--- config.mk ---
export PLATFORM = sky130hd
export DESIGN_NAME = rr_priority_arbiter
export DESIGN_NICKNAME = d
export VERILOG_FILES = /design/src/rtl/rr_priority_arbiter.sv
export SDC_FILE = /design/constraint.sdc
export NUM_CORES = 1
export LEC_CHECK = 0
export CAP_MARGIN = 20
export CORE_UTILIZATION = 56
export DETAILED_ROUTE_END_ITERATION = 16
export GPL_TIMING_DRIVEN = 0
export PLACE_DENSITY = 0.89
export SLEW_MARGIN = 20
export SYNTH_ARGS = -nofsm -noshare
export SYNTH_HDL_FRONTEND = slang
export SYNTH_SLANG_ARGS = --single-unit
--- constraint.sdc ---
create_clock -name clk -period 7.8 [get_ports clk]
set_clock_uncertainty 0.15 [all_clocks]
set_input_delay 1.17 -clock clk [delete_from_list [all_inputs] [get_ports clk]]
set_output_delay 1.17 -clock clk [all_outputs]
set_load 0.02 [all_outputs]
--- src/rtl/rr_priority_arbiter.sv ---
// Registered N-way arbiter: fixed priority (highest index) or round-robin, grant held until ack.
// Optional hold-time watchdog enabled by defining GRANT_TIMEOUT_EN.
module rr_priority_arbiter #(
    parameter int N       = 8,
    parameter int IDXW    = $clog2(N),
    parameter int TIMEOUT = 16
) (
    input  logic            clk,
    input  logic            rst_n,
    input  logic            mode,
    input  logic [N-1:0]    req,
    input  logic            ack,
    output logic            any_req,
    output logic [N-1:0]    gnt,
    output logic [IDXW-1:0] gnt_idx,
    output logic            gnt_valid
`ifdef GRANT_TIMEOUT_EN
    ,
    output logic            timeout
`endif
);

    typedef enum logic {IDLE = 1'b0, GRANT = 1'b1} state_t;

    state_t          state;
    logic [IDXW-1:0] ptr;
    logic [IDXW-1:0] ptr_nx;
    logic [IDXW-1:0] win;
    logic [N-1:0]    cand;
    logic            release_now;
    logic            abort_now;
    logic            expire;

    // mode 0: highest set bit; mode 1: lowest set bit >= p, else lowest set bit overall
    function automatic logic [IDXW-1:0] pick(input logic [N-1:0] c, input logic m,
                                             input logic [IDXW-1:0] p);
        logic [IDXW-1:0] w;
        w = '0;
        if (!m) begin
            for (int k = 0; k < N; k++)
                if (c[k]) w = IDXW'(k);
        end else begin
            for (int k = N - 1; k >= 0; k--)
                if (c[k]) w = IDXW'(k);
            for (int k = N - 1; k >= 0; k--)
                if (c[k] && (k >= int'(p))) w = IDXW'(k);
        end
        return w;
    endfunction

    assign any_req = |req;

`ifdef GRANT_TIMEOUT_EN
    localparam int CW = $clog2(TIMEOUT + 1);
    logic [CW-1:0] hold_cnt;
    assign expire = (state == GRANT) && !ack && req[gnt_idx] && (hold_cnt == CW'(TIMEOUT - 1));
`else
    assign expire = 1'b0;
`endif

    always_comb begin
        release_now = (state == GRANT) && (ack || expire);
        abort_now   = (state == GRANT) && !ack && !req[gnt_idx];
        ptr_nx      = ptr;
        if (release_now && mode)
            ptr_nx = (gnt_idx == IDXW'(N - 1)) ? '0 : gnt_idx + IDXW'(1);
        // the releasing holder sits out this one arbitration
        cand = (state == GRANT) ? (req & ~gnt) : req;
        win  = pick(cand, mode, ptr_nx);
    end

    always_ff @(posedge clk or negedge rst_n) begin
        if (!rst_n) begin
            state     <= IDLE;
            gnt       <= '0;
            gnt_idx   <= '0;
            gnt_valid <= 1'b0;
            ptr       <= '0;
`ifdef GRANT_TIMEOUT_EN
            hold_cnt  <= '0;
            timeout   <= 1'b0;
`endif
        end else begin
`ifdef GRANT_TIMEOUT_EN
            timeout <= 1'b0;
`endif
            case (state)
                IDLE: begin
                    if (|req) begin
                        state     <= GRANT;
                        gnt       <= {{(N-1){1'b0}}, 1'b1} << win;
                        gnt_idx   <= win;
                        gnt_valid <= 1'b1;
`ifdef GRANT_TIMEOUT_EN
                        hold_cnt  <= '0;
`endif
                    end
                end
                GRANT: begin
                    if (release_now) begin
                        ptr <= ptr_nx;
`ifdef GRANT_TIMEOUT_EN
                        timeout  <= expire;
                        hold_cnt <= '0;
`endif
                        if (|cand) begin
                            gnt     <= {{(N-1){1'b0}}, 1'b1} << win;
                            gnt_idx <= win;
                        end else begin
                            state     <= IDLE;
                            gnt       <= '0;
                            gnt_idx   <= '0;
                            gnt_valid <= 1'b0;
                        end
                    end else if (abort_now) begin
                        state     <= IDLE;
                        gnt       <= '0;
                        gnt_idx   <= '0;
                        gnt_valid <= 1'b0;
                    end else begin
`ifdef GRANT_TIMEOUT_EN
                        hold_cnt <= hold_cnt + CW'(1);
`endif
                    end
                end
                default: state <= IDLE;
            endcase
        end
    end

endmodule

## Yosys cells after proc, flatten, opt, wreduce, memory -nomap -nowiden

Index checks and enable logic that the tools add are counted.

| storage, ports and cells | value |
|---|---|
| flip-flop bits (word level) | 16 |
| input bits | 12 |
| word-level logic and storage cells | 88 |

| cells by class | value |
|---|---|
| $add $sub $neg | 1 |
| magnitude comparators | 8 |
| equality and inequality tests | 4 |
| shift operators | 1 |
| multiplexer cells | 48 |
| bitwise gates (word level) | 3 |
| reduce and logical (&&, ||, !) cells | 18 |

Operators with widths:

| operator | number |
|---|---|
| 3-bit 2-to-1 mux | 26 |
| 8-bit 2-to-1 mux | 5 |
| 8-bit case mux with 2 select lines | 1 |
| 8-bit OR reduction | 2 |
| 1-bit logical AND | 11 |
| 1-bit 2-to-1 mux | 10 |
| 3-bit greater-or-equal comparator (first input constant) | 3 |
| 8-bit bitwise AND | 1 |
| 8-bit NOT | 1 |
| 1-bit by 3-bit << shifter with 8-bit output (first input constant) | 1 |
| 1-bit by 3-bit greater-or-equal comparator with 1-bit output (first input constant) | 2 |
| 2-bit by 3-bit greater-or-equal comparator with 1-bit output (first input constant) | 2 |
| 3-bit case mux with 2 select lines | 1 |
| 3-bit by 4-bit < comparator with 1-bit output (second input constant) | 1 |
| 2-bit 2-to-1 mux | 2 |
| 1-bit case mux with 2 select lines | 2 |
| 2-bit AND reduction | 2 |
| 3-bit by 1-bit adder with 3-bit output (second input constant) | 1 |
| 1-bit binary-select mux with 3-bit select | 1 |
| 3-bit equality test (second input constant) | 1 |
| 3-bit by 1-bit inequality test with 1-bit output (second input constant) | 1 |
| 3-bit inequality test (second input constant) | 1 |
| 3-bit AND reduction | 1 |
| 1-bit logical NOT | 2 |
| 2 further kinds | 2 |

## Logic depth before layout (Yosys ltp)

| logic depth | value |
|---|---|
| depth after elaboration | 23 |
| gate-level depth with buffers | 9 |

## Least setup slack after synthesis

Ideal clock, no wire load.

| timing | value |
|---|---|
| path kind | in2out |
| from | input port req[5] |
| to | output port any_req |
| arrival | 1715 ps |
| required time | 6480 ps |
| slack | 4765 ps |
| stages | 3 |
| path buffers | 0 |
| path through | nor2_1 -> and4_1 -> inv_1 |

| on the way | value |
|---|---|
| longest elaborated chain between the ends | 1 |

Ends and longest elaborated chain:

| element | RTL line | RTL |
|---|---|---|
| start, declared | 11 | `input logic [N-1:0] req,` |
| 8-bit OR reduction | 51 | `assign any_req = \|req;` |
| end, declared | 13 | `output logic any_req,` |

No other way between the ends.

## Worst setup path in the final report

Same ends and word-level chain as after synthesis.

==> results.ini <==
[timing]
setup_slack_ns = 3.63
hold_viol = 0
fin_crit_ns = 4.17
slew_headroom_pct = 51.2
fin_crit_sh_pct = 53.5
report.final.slew_viol_count = 0
rsz0062_at_grt = false
timing.hold.ws_ns = 0.388
fmax_mhz = 240
setup_viol = 0
setup_tns_ns = 0
worstMarginPinSlew_ns = 0.729

[placement]
place_ws_ns = 3.69
place_hpwl_um = 2820
routabilityCongestion = 1.03
portBuffers = 23
place_area_um2 = 1650

[setup_path]
critical_path_class = input port to primary output
crit_path_start_kind = input port
cp_num_buf_inv = 3
crit_path_frequent_cell = clkdlybuf4s50_1
crit_slowest_cell = clkdlybuf4s50_1
critPathTopFamily = buffers and inverters
critPathMaxFanout = 4
crit_required_ns = 6.48
endpoint_kind = primary output
cpPeakStageDelay_ns = 0.54
worst_ep_arrival_time_ns = 2.85
crit_chain = clkdlybuf4s50_1 > nor2_1 > and4_1 > inv_1 > clkdlybuf4s50_1

[detailed_routing]
viasPerCell = 6.87
avgRoutedWirePerCell_um = 17.7
postRouteAntennaNets = 0
dr.pass1.iters = 4
drc = 0
vias = 1388
drtIter0Drc = 100
drt-total-wl_um = 3580

[synth]
syn_area_um2 = 1390
synth_area_leader_cell = dfrtp_1
synthTopCellsByCount = 17 x nand2_1, 16 x dfrtp_1, 14 x nor2_1
synth_area_leaders = dfrtp_1 29%, nand2_1 4.6%, a22o_1 4.4%
synth_cells = 147
synth-async-reset-ratio_pct = 100
synth-seq-cells = 16
synthFlopType = dfrtp_1
seq_area_frac_synth_pct = 28.8
synth_area_per_cell_um2 = 9.45
yosysWarnings = 0
synthDistinctLibCells = 56
synth_fp_nets = 161
yosysTopAreaCellShare_pct = 28.8
synth_edf_count = 0
synth_most_common_cell = nand2_1

[clock_network]
cts.clk_slew.worst_paths_ns = 0.09
cts_setup_buffers = 0
cts_tree = yes
cts_max_level = 1
cts_resized = 0
cts.sinks = 16
cts_made_buffers = 3
postCtsHoldBufs = 0
clkLatencyLatePin_ns = 0.29
cts-root-buf = clkbuf_4
cts_max_path_buffers = 2

[cells_and_area]
antennaDiodeCount = 0
final_nets = 189
num-fill-cells = 159
multi_input_area_um2 = 925
fin_area_um2 = 1690
seq_area_um2 = 400
drive_gt1_share_pct = 20.7
area_growth_syn_to_layout_pct = 21.7

[grt]
antenna_found_initial = 0
grt_pass1_wl_um = 5840
grt_usage_pct = 30.0
grt_pass1_vias = 1293
grt_max_degree = 17
grt-ovfl-total = 0

[power_and_ir_drop]
switching_share_pct = 48.0
p_leak_nw = 0.696
ir_worst_vdd_mv = 0.233
p_int_mw = 0.308
power.switching_mw = 0.285
power_mw = 0.593
power.density_nw_per_um2 = 351
p_comb_share_pct = 63.3
pwr-share-seq_pct = 27.4
pwr-share-clk_pct = 9.4

[run]
drv_cap = 0

[die]
initial_utilization_pct = 61.0
coreArea_um2 = 2280
num_rows = 17
die_w_um = 51.8
io_pins = 25
die_h_um = 51.8
die_area_um2 = 2680

[run_status]
status = complete, no violations

[hold_path]
worstHoldPathType = flop to flop

## registers in the layout (all words and copies together) (netlist names)
| signal | count |
|---|---|
| gnt | 8 |
| gnt_idx | 3 |
| ptr | 3 |
| gnt_valid | 1 |
| state | 1 |
## tightest hold or removal path, delay by kind of cell, from the launching register on
family             cells  cell delay [ns]
DFF                    1             0.39
AOI/OAI and AO/OA      1             0.06
and+or+nand+nor        1             0.06
## stage by stage
step | cells | util [%]
final | 202 | 74.3
after global routing | 202 | 74.3
after CTS | 202 | 74.3
after detailed placement | 198 | 72.7
after global placement | 198 | 72.7
after floorplan | 147 | -
## metal layers
metal  vias up  global-route usage, %  share of wire [%]
li1        626                      -                  -
met1       655                   39.6                 43
met2       100                   49.6                 45
met3         7                   2.34                9.3
met4         0                   14.0                2.4
met5         -                      0                  0
## area by class of cell
class,instances,area share (%)
Buffer,5,2.44
Clock buffer,4,2.15
Inverter,6,1.33
Multi-Input combinational cell,120,54.7
Sequential cell,16,23.7
Tap cell,28,2.07
Timing Repair Buffer,23,13.6
## cells by family after synthesis
family / Yosys count / share of synthesized area, %
compound gates: 61 / 39.6
fa+ha+maj: 2 / 1.80
mux: 5 / 6.40
simple gates: 52 / 18.8
flops: 16 / 28.8
buf+inv: 11 / 4.59
## final timing paths
| path | from | end | slack (ns) | depth (start not counted) |
|---|---|---|---|---|
| setup reg to reg | gnt_idx[0] | gnt_idx[0] | 4.94 | 8 |
| hold reg to reg | gnt[7] | gnt[7] | 0.39 | 2 |
| min in group asynchronous | rst_n | ptr[1] | 1.15 | 1 |
| max in group asynchronous | rst_n | gnt[4] | 5.89 | 1 |
| hold / removal | gnt[7] | gnt[7] | 0.39 | 2 |
| setup / recovery | req[5] | any_req | 3.63 | 5 |
## layout by cell type, fill, tap and decap left out, types with 3 or more instances in the layout
master	instances
a21bo_2	3
a21boi_0	3
a21boi_1	3
a21oi_1	7
a22o_1	7
clkbuf_4	3
clkdlybuf4s50_1	23
dfrtp_1	16
inv_1	5
nand2_1	17
nand2b_1	4
nand3_1	5
nor2_1	14
o211ai_1	3
o21ai_1	4
## power by group through the flow
| stage | registers [mW] | logic, mW | clock network, mW |
|---|---|---|---|
| 3_5_place_dp | 0.162 | 0.368 | 0 |
| 5_1_grt | 0.168 | 0.402 | 0.0578 |
| 6_report | 0.162 | 0.375 | 0.0556 |
| 3_3_place_gp | 0.162 | 0.358 | 0 |
| 4_1_cts | 0.161 | 0.370 | 0.0557 |
| 2_1_floorplan | 0.179 | 0.238 | 0 |
Power figures use the tool's default switching activity.
